`src/rtl/sipo_aligner.sv`:
```
// ----------------------------------------------------------------------------
// sipo_aligner
//
// Receive end of the 10-bit serial link driven by the piso transmitter.
// Serial bits are shifted into a register. Word boundaries are found by
// detecting the comma pattern or its complement. A three-state lock FSM
// (HUNT / CHECK / LOCKED) qualifies the alignment before any word is passed
// on to the 10b word consumer (decoder / elastic buffer).
//
// Bit [0] of every word is the first bit seen on the line. New bits enter at
// the MSB and the register shifts towards bit [0]. When a word is complete,
// its first bit therefore sits in bit [0].
//
// Parameters
//   WIDTH         word width in bits
//   COMMA         alignment pattern; its bitwise complement also matches
//   LOCK_COMMAS   consecutive aligned commas needed to reach LOCKED (>= 2)
//   MISALIGN_MAX  misaligned commas tolerated in LOCKED before re-hunting (>= 1)
//
// Ports
//   clk           in   1      single clock, rising edge
//   reset         in   1      synchronous, active-high reset
//   serial_in     in   1      serial data, one bit per clk while enable=1
//   enable        in   1      bit strobe; 0 freezes shifter, FSM and counters
//   int_re        out  WIDTH  raw shift register (debug view)
//   parallel_out  out  WIDTH  last aligned word, held between data_valid pulses
//   data_valid    out  1      one-cycle pulse: parallel_out updated this cycle
//   is_comma      out  1      parallel_out is COMMA or ~COMMA (with data_valid)
//   locked        out  1      high while the FSM is in LOCKED
// ----------------------------------------------------------------------------
module sipo_aligner #(
    parameter int                WIDTH        = 10,
    parameter logic [WIDTH-1:0]  COMMA        = 10'b0011111010,
    parameter int                LOCK_COMMAS  = 3,
    parameter int                MISALIGN_MAX = 2
) (
    input  logic             clk,
    input  logic             reset,
    input  logic             serial_in,
    input  logic             enable,
    output logic [WIDTH-1:0] int_re,
    output logic [WIDTH-1:0] parallel_out,
    output logic             data_valid,
    output logic             is_comma,
    output logic             locked
);

    localparam int BW = (WIDTH > 1) ? $clog2(WIDTH) : 1;
    localparam int CW = $clog2(LOCK_COMMAS + 1);
    localparam int EW = (MISALIGN_MAX > 0) ? $clog2(MISALIGN_MAX + 1) : 1;

    localparam logic [BW-1:0] LAST_BIT   = BW'(WIDTH - 1);
    localparam logic [CW-1:0] LOCK_COUNT = CW'(LOCK_COMMAS);
    localparam logic [EW-1:0] ERR_LIMIT  = EW'(MISALIGN_MAX);

    typedef enum logic [1:0] {
        HUNT   = 2'd0,
        CHECK  = 2'd1,
        LOCKED = 2'd2
    } state_t;

    state_t            state;
    state_t            state_next;
    logic [BW-1:0]     bit_cnt;
    logic [BW-1:0]     bit_cnt_next;
    logic [CW-1:0]     comma_cnt;
    logic [CW-1:0]     comma_cnt_next;
    logic [CW-1:0]     comma_cnt_inc;
    logic [EW-1:0]     err_cnt;
    logic [EW-1:0]     err_cnt_next;
    logic [EW-1:0]     err_cnt_inc;
    logic [WIDTH-1:0]  int_re_next;
    logic [WIDTH-1:0]  parallel_next;
    logic              data_valid_next;
    logic              is_comma_next;
    logic              locked_next;

    logic [WIDTH-1:0]  nxt;
    logic              comma_hit;
    logic              at_boundary;

    // All comparisons look at the register value the current bit is about to
    // produce, so that a comma is recognised on the same edge its last bit
    // arrives.
    assign nxt           = {serial_in, int_re[WIDTH-1:1]};
    assign comma_hit     = (nxt == COMMA) || (nxt == ~COMMA);
    assign at_boundary   = enable && (bit_cnt == LAST_BIT);
    assign comma_cnt_inc = comma_cnt + CW'(1);
    assign err_cnt_inc   = err_cnt + EW'(1);

    // State register and all registered outputs.
    always_ff @(posedge clk) begin
        if (reset) begin
            state        <= HUNT;
            bit_cnt      <= '0;
            comma_cnt    <= '0;
            err_cnt      <= '0;
            int_re       <= '0;
            parallel_out <= '0;
            data_valid   <= 1'b0;
            is_comma     <= 1'b0;
            locked       <= 1'b0;
        end else begin
            state        <= state_next;
            bit_cnt      <= bit_cnt_next;
            comma_cnt    <= comma_cnt_next;
            err_cnt      <= err_cnt_next;
            int_re       <= int_re_next;
            parallel_out <= parallel_next;
            data_valid   <= data_valid_next;
            is_comma     <= is_comma_next;
            locked       <= locked_next;
        end
    end

    // Next-state and next-output logic. With enable low, everything holds
    // and only data_valid drops.
    always_comb begin
        state_next      = state;
        bit_cnt_next    = bit_cnt;
        comma_cnt_next  = comma_cnt;
        err_cnt_next    = err_cnt;
        int_re_next     = int_re;
        parallel_next   = parallel_out;
        data_valid_next = 1'b0;
        is_comma_next   = is_comma;
        locked_next     = locked;

        if (enable) begin
            int_re_next  = nxt;
            bit_cnt_next = (bit_cnt == LAST_BIT) ? '0 : bit_cnt + BW'(1);

            unique case (state)
                HUNT: begin
                    // The bit counter runs freely here. A comma re-phases it
                    // so that the next boundary lands one word later.
                    if (comma_hit) begin
                        bit_cnt_next   = '0;
                        comma_cnt_next = CW'(1);
                        state_next     = CHECK;
                    end
                end

                CHECK: begin
                    if (at_boundary) begin
                        if (comma_hit) begin
                            if (comma_cnt_inc == LOCK_COUNT) begin
                                state_next      = LOCKED;
                                locked_next     = 1'b1;
                                comma_cnt_next  = '0;
                                err_cnt_next    = '0;
                                parallel_next   = nxt;
                                data_valid_next = 1'b1;
                                is_comma_next   = 1'b1;
                            end else begin
                                comma_cnt_next = comma_cnt_inc;
                            end
                        end else begin
                            state_next     = HUNT;
                            comma_cnt_next = '0;
                        end
                    end
                end

                LOCKED: begin
                    if (at_boundary) begin
                        parallel_next   = nxt;
                        data_valid_next = 1'b1;
                        is_comma_next   = comma_hit;
                        if (comma_hit) begin
                            err_cnt_next = '0;
                        end
                    end else if (comma_hit) begin
                        // A comma off the word grid means the link slipped.
                        // It is never forwarded. Only repeated slips drop
                        // the lock, so that a single corrupted bit pattern
                        // does not cause a realignment.
                        if (err_cnt_inc == ERR_LIMIT) begin
                            state_next     = HUNT;
                            locked_next    = 1'b0;
                            err_cnt_next   = '0;
                            comma_cnt_next = '0;
                        end else begin
                            err_cnt_next = err_cnt_inc;
                        end
                    end
                end

                default: begin
                    state_next     = HUNT;
                    locked_next    = 1'b0;
                    comma_cnt_next = '0;
                    err_cnt_next   = '0;
                end
            endcase
        end
    end

endmodule

```
`config.mk`:
```
export PLATFORM = sky130hd
export DESIGN_NAME = sipo_aligner
export DESIGN_NICKNAME = d
export VERILOG_FILES = /design/src/rtl/sipo_aligner.sv
export SDC_FILE = /design/constraint.sdc
export NUM_CORES = 1
export LEC_CHECK = 0
export ABC_AREA = 1
export BUFFER_PORTS_ARGS = -buffer_cell sky130_fd_sc_hd__buf_2
export CORE_ASPECT_RATIO = 1.5
export CORE_MARGIN = 3
export CORE_UTILIZATION = 39
export CTS_CLUSTER_DIAMETER = 50
export CTS_CLUSTER_SIZE = 20
export DETAILED_ROUTE_END_ITERATION = 8
export GPL_TIMING_DRIVEN = 1
export PLACE_DENSITY = 0.67
export SYNTH_ARGS = -nofsm -noshare
export SYNTH_HDL_FRONTEND = slang
export SYNTH_SLANG_ARGS = --single-unit
```
`constraint.sdc`:
```
create_clock -name clk -period 1.5 [get_ports clk]
set_input_delay 0.375 -clock clk [delete_from_list [all_inputs] [get_ports clk]]
set_output_delay 0.375 -clock clk [all_outputs]
set_load 0.02 [all_outputs]
```
Word level (Yosys, flattened, before mapping):

Index checks and enable logic that the tools add are counted.

* output and inout port bits: 23
* register bits: 33
* memory bits (read-only): 0
* memory bits (writable): 0
* logic and storage cells: 82
* bits in latches: 0
* bits of input ports: 4
* memories kept: 0

* reduce and logical (&&, ||, !) cells: 10
* eq/ne operators: 16
* $mul: 0
* shift-type cells: 0
* bitwise operators: 2
* divide/modulo/power cells: 0
* $add $sub $neg: 3
* mux-type cells: 42
* $lt $le $gt $ge: 0

Operator list (number)
* 10-bit 2-to-1 mux: 4
* 2-bit 2-to-1 mux: 17
* 10-bit case mux with 2 select lines: 1
* 2-bit case mux with 3 select lines: 3
* 6-bit AND reduction: 3
* 2-bit inequality test (second input constant): 8
* 4-bit 2-to-1 mux: 3
* 1-bit 2-to-1 mux: 11
* 10-bit == test (second input constant): 1
* 10-bit by 8-bit == test with 1-bit output (second input constant): 1
* 8-bit AND reduction: 1
* 7-bit AND reduction: 1
* 2-bit == test (second input constant): 3
* 2-bit by 1-bit adder with 2-bit output (second input constant): 2
* 4-bit by 1-bit adder with 4-bit output (second input constant): 1
* 4-bit == test (second input constant): 1
* 1-bit case mux with 2 select lines: 2
* 3-bit inequality test (second input constant): 1
* 1-bit case mux with 3 select lines: 1
* 2-bit by 1-bit == test with 1-bit output (second input constant): 1
* 2-bit logical NOT: 1
* 1-bit NOT: 2
* 2-bit nonzero test: 1
* 2-bit OR reduction: 1
* other kinds (2): 2

Longest topological paths before layout:

* word-level depth: 6
* gate-level depth with buffers: 11
* gate-level depth less buffers: 11

Worst setup path after synthesis:

No wires, ideal clock.

* kind: register to register
* from: register int_re[5]
* to: register err_cnt[0]
* arrival time: 1.347 ns
* data required time: 1.387 ns
* library setup time: 0.113 ns
* setup slack: 0.040 ns
* path buffers: 0
* stages on the path, launching flop included: 10
* clock period less this slack: 1.460 ns
* cell sequence: dfxtp_1 nand2_1 nor2_1 nand3_2 nand3_2 nand2_1 nor2_2 o21ai_0 nand2_1 nor2_1

* cells in the longest elaborated chain, start to end: 4
* elaborated cells between the ends (all ways): 6
* those cells by class: eq/ne: 4; reduce/logical: 2

Ends and longest elaborated chain
* from (decl): RTL line 41 `output logic [WIDTH-1:0] int_re,`
* from (signal assigned): RTL line 108 `int_re <= int_re_next;`
* 10-bit by 8-bit == test with 1-bit output / 10-bit == test (equally long branches): RTL line 86 `assign comma_hit = (nxt == COMMA) || (nxt == ~COMMA);`
* 1-bit logical OR *: RTL line 86
* 2-bit inequality test (no line)
* 6-bit AND reduction (no line) *
* to (signal assigned): RTL line 107 `err_cnt <= err_cnt_next;`
* to (decl): RTL line 69 `logic [EW-1:0] err_cnt;`

Every way passes the cells marked *; elsewhere a longest branch is shown, timed or not.
A chain may end at the register's enable or synchronous reset.

Final worst setup path:

* from: register state[1]
* to: register parallel_out[0]

* cells in the longest elaborated chain, start to end: 3
* elaborated cells between the ends (all ways): 9
* those cells by class: eq/ne: 6; mux: 1; reduce/logical: 2

Ends and longest elaborated chain
* from (decl): RTL line 62 `state_t state;`
* from (signal assigned): RTL line 104 `state <= state_next;`
* 2-bit by 1-bit == test with 1-bit output / 2-bit == test (equally long branches): RTL line 133 `unique case (state)`
* 2-bit inequality test (no line) / 2-bit nonzero test (equally long branches)
* 6-bit AND reduction (no line)
* to (signal assigned): RTL line 109 `parallel_out <= parallel_next;`
* to (decl): RTL line 42 `output logic [WIDTH-1:0] parallel_out,`

Parallel ways exist; a longest one is shown, timed or not.

==> impl_results.md <==
- Nets@finish: ~320
- Non-filler instance count after layout: 355
- Area grow syn2layout: 44.86%
- Post-Syn Area: 1643 µm²
- GR Util All Layers: between 10% and 20%
- Ranking of synthesized cells by area: dfxtp_1 (40%), nand2_1 (15%), nor2_1 (12%)
- Post-route worst setup slack: -0.01405 ns
- Hold_buf cts: 0
- Initial antenna violation count: 0
- Fin. Hold Viols: 0
- Fraction of layout cells with a size suffix above 1: 40.32%
- Pins Over Slew Limit: 0
- Die Ht: 85.49 µm
- Required time worst endpoint: 1.69 ns
- Sequential share of power: 42.5%
- H-tree depth: 2
- Largest net degree at the start of global routing: 32
- Synth warnings: 0
- Critical Path End Type: flip-flop
- TritonCTS buffer count: 5
- Max Fanout on Critical Path: 6
- CP arrival: 1.71 ns
- Clock share of power: approximately two fifths
- Crit-path cells: buf_4, ha_4, inv_1, a21oi_2, nand4_4, clkbuf_16, nor2_1, nor2_1
- FILL cells: 383
- Hold WC Path Type: in2reg
- Antenna Violating Nets Remaining: 0
- Switching portion of total power: 27.01%
- Skew-Pair Late Insertion Delay: between 0.2 and 0.3 ns
- Setup CP Type: reg2reg
- Max Freq: about 660 MHz
- Detailed Place HPWL: between 2 and 3 mm
- TritonCTS clock tree: built
- Most used cell, CP: nor2_1
- Port Buffers: 26
- Startpoint types: flip-flop
- Ports: 27
- Skew final: 0.008652 ns
- Placed cell count: 338
- Setup Total Neg Slack: -0.01405 ns
- Sequential element share of the synthesized area: around two fifths
- Post-synth net total: 256
- N_diodes: 0
- CTS root buf: clkbuf_8
- Tcrit/Tclk final: 100.9%
- First-pass GRT wire length: 6.196 mm
- Via density: 4.713
- DRT Pass-1 Iters: 4
- Die area: 5043 µm²
- Final Util: 59.59%
- Outcome: finished, violations left
- Peak supply drop: 0.8613 mV
- Vias: 1673
- P per Cell Area: between 900 and 1000 nW/µm²
- Clk buf depth: 2
- Headroom to the max-slew limit: 81.95%
- Worst slew pin tran: 0.2686 ns
- Vias in the first global route: 1460
- Post-DP Area: 1996 µm²
- Max stage delay cell, worst path: dfxtp_2
- Worst path max stage delay: 0.35 ns
- Combinational power share: 18.1%
- Seq cells post-synth: 33
- Synth cell types: 23
- Unrepaired setup endpoints after global routing: yes
- # rows: 28
- Mapped Cells: 249
- Leakage: around 1.2 nW
- Gr ovfl total: 0
- Area leader, netlist: dfxtp_1
- DRT Wirelength: approximately 4 mm
- Avg WL per Cell: approximately 11 µm
- Die Wd: 58.99 µm
- Syn Area/Cell: 6.598 µm²
- Internal: 1.634 mW
- Routability congestion estimate from global placement: 0.9081
- Area share of the largest cell type after synthesis: 40.21%
- Net Switching: between 600 and 700 µW
- Core area: 3994 µm²
- DRT iter0 DRCs: 31
- Sink Count: 33
- Max-cap viol count: 0
- Crit path time final: approximately 1.5 ns
- Post-route DRC: 0
- Initial Util: roughly 40%
- Worst-path clk slew: ~0.070 ns
- Violated checks: negative setup slack
- Final Setup Violations: 1
- Finished Cell Area: 2380 µm²
[logic make-up after synthesis]
family	after synthesis	share of synthesized area, %
AND/OR/NAND/NOR	143	38.01
adder cells (fa/ha/maj)	3	2.285
AO/OA/AOI/OAI	27	8.225
flip-flops	33	40.21
buffers and inverters	43	11.27
[placed cells by master (no fill, tap or decap), drive strengths merged]
master / synthesis / layout
nand2: 68 / 68
buf: 5 / 59
nor2: 56 / 56
inv: 35 / 35
dfxtp: 33 / 33
o21ai: 14 / 14
a21oi: 13 / 13
nand3: 9 / 9
clkbuf: 3 / 8
nor3: 6 / 6
ha: 3 / 3
nand4: 2 / 2
or2: 1 / 1
nand3b: 1 / 1
clkinvlp: 0 / 1
bufinv: 0 / 1
[flip-flops by register name (all words and copies together) (netlist names)]
name,count
comma_cnt,2
data_valid,1
parallel_out,10
err_cnt,2
locked,1
state,2
bit_cnt,4
int_re,10
is_comma,1
[metal layers]
layer | global-route usage [%] | vias to the layer above | part of all wire, %
li1 | - | 879 | -
met1 | 19.29 | 764 | 42
met2 | 25.65 | 23 | 53
met5 | 0 | - | 0
met3 | 3.614 | 7 | 3.6
met4 | 8.041 | 0 | 2.1
[final timing paths]
check                                from                            to  slack (ns)  depth (start not counted)
setup / recovery    state[1]$_SDFFE_PP0P_  parallel_out[0]$_SDFFE_PP0P_       -0.01                          8
hold / removal                      reset       bit_cnt[3]$_SDFFE_PP0P_        0.33                          4
setup reg to reg    state[1]$_SDFFE_PP0P_  parallel_out[0]$_SDFFE_PP0P_       -0.01                          8
hold reg to reg   err_cnt[1]$_SDFFE_PP0P_       err_cnt[1]$_SDFFE_PP0P_        0.44                          2
[final cells by class]
| cell class | count | area, µm² | area share, % |
|---|---|---|---|
| Multi-Input combinational cell | 173 | 932.1 | 39.17 |
| Clock inverter | 2 | 37.54 | 1.577 |
| Clock buffer | 6 | 82.58 | 3.470 |
| Inverter | 35 | 133.9 | 5.626 |
| Sequential cell | 33 | 676.9 | 28.44 |
| Tap cell | 45 | 56.30 | 2.366 |
| Timing Repair Buffer | 61 | 460.4 | 19.35 |
[through the flow]
step	hold slack (ns)	setup slack (ns)	total power, mW
6_report	0.3328	-0.01405	2.239
5_1_grt	0.3513	-0.05919	2.343
4_1_cts	0.3280	0.007191	2.185
3_5_place_dp	0.4374	-0.07050	1.300
3_3_place_gp	0.4287	-0.03352	1.298
2_1_floorplan	0.4149	0.03997	1.167
[worst max-delay path: cells and delay by family (launching register included)]
kind	cells	cell delay (ns)
adder cells (fa/ha/maj)	1	0.16
AND/OR/NAND/NOR	3	0.32
AO/OA/AOI/OAI	1	0.18
buffers and inverters	3	0.40
flip-flops	1	0.35
[what timing repair did]
item / CTS / global route
buffers inserted: 0 / 6
endpoints found under the setup margin: 13 / 20
pin swaps: 1 / 14
cloned: 0 / 3
resized for setup: 3 / 53
[cells in the mapped netlist, drive strengths merged]
| cell | instances |
|---|---|
| a21oi | 13 |
| buf | 5 |
| clkbuf | 3 |
| dfxtp | 33 |
| ha | 3 |
| inv | 35 |
| nand2 | 68 |
| nand3 | 9 |
| nand3b | 1 |
| nand4 | 2 |
| nor2 | 56 |
| nor3 | 6 |
| o21ai | 14 |
| or2 | 1 |
[power by group through the flow]
stage | sequential [mW] | combinational, mW | clock, mW
2_1_floorplan | 0.988 | 0.179 | 0
3_3_place_gp | 0.962 | 0.336 | 0
3_5_place_dp | 0.963 | 0.338 | 0
4_1_cts | 0.944 | 0.343 | 0.897
5_1_grt | 0.957 | 0.450 | 0.936
6_report | 0.951 | 0.405 | 0.882
Note: power is estimated with default switching activity, not from simulation.
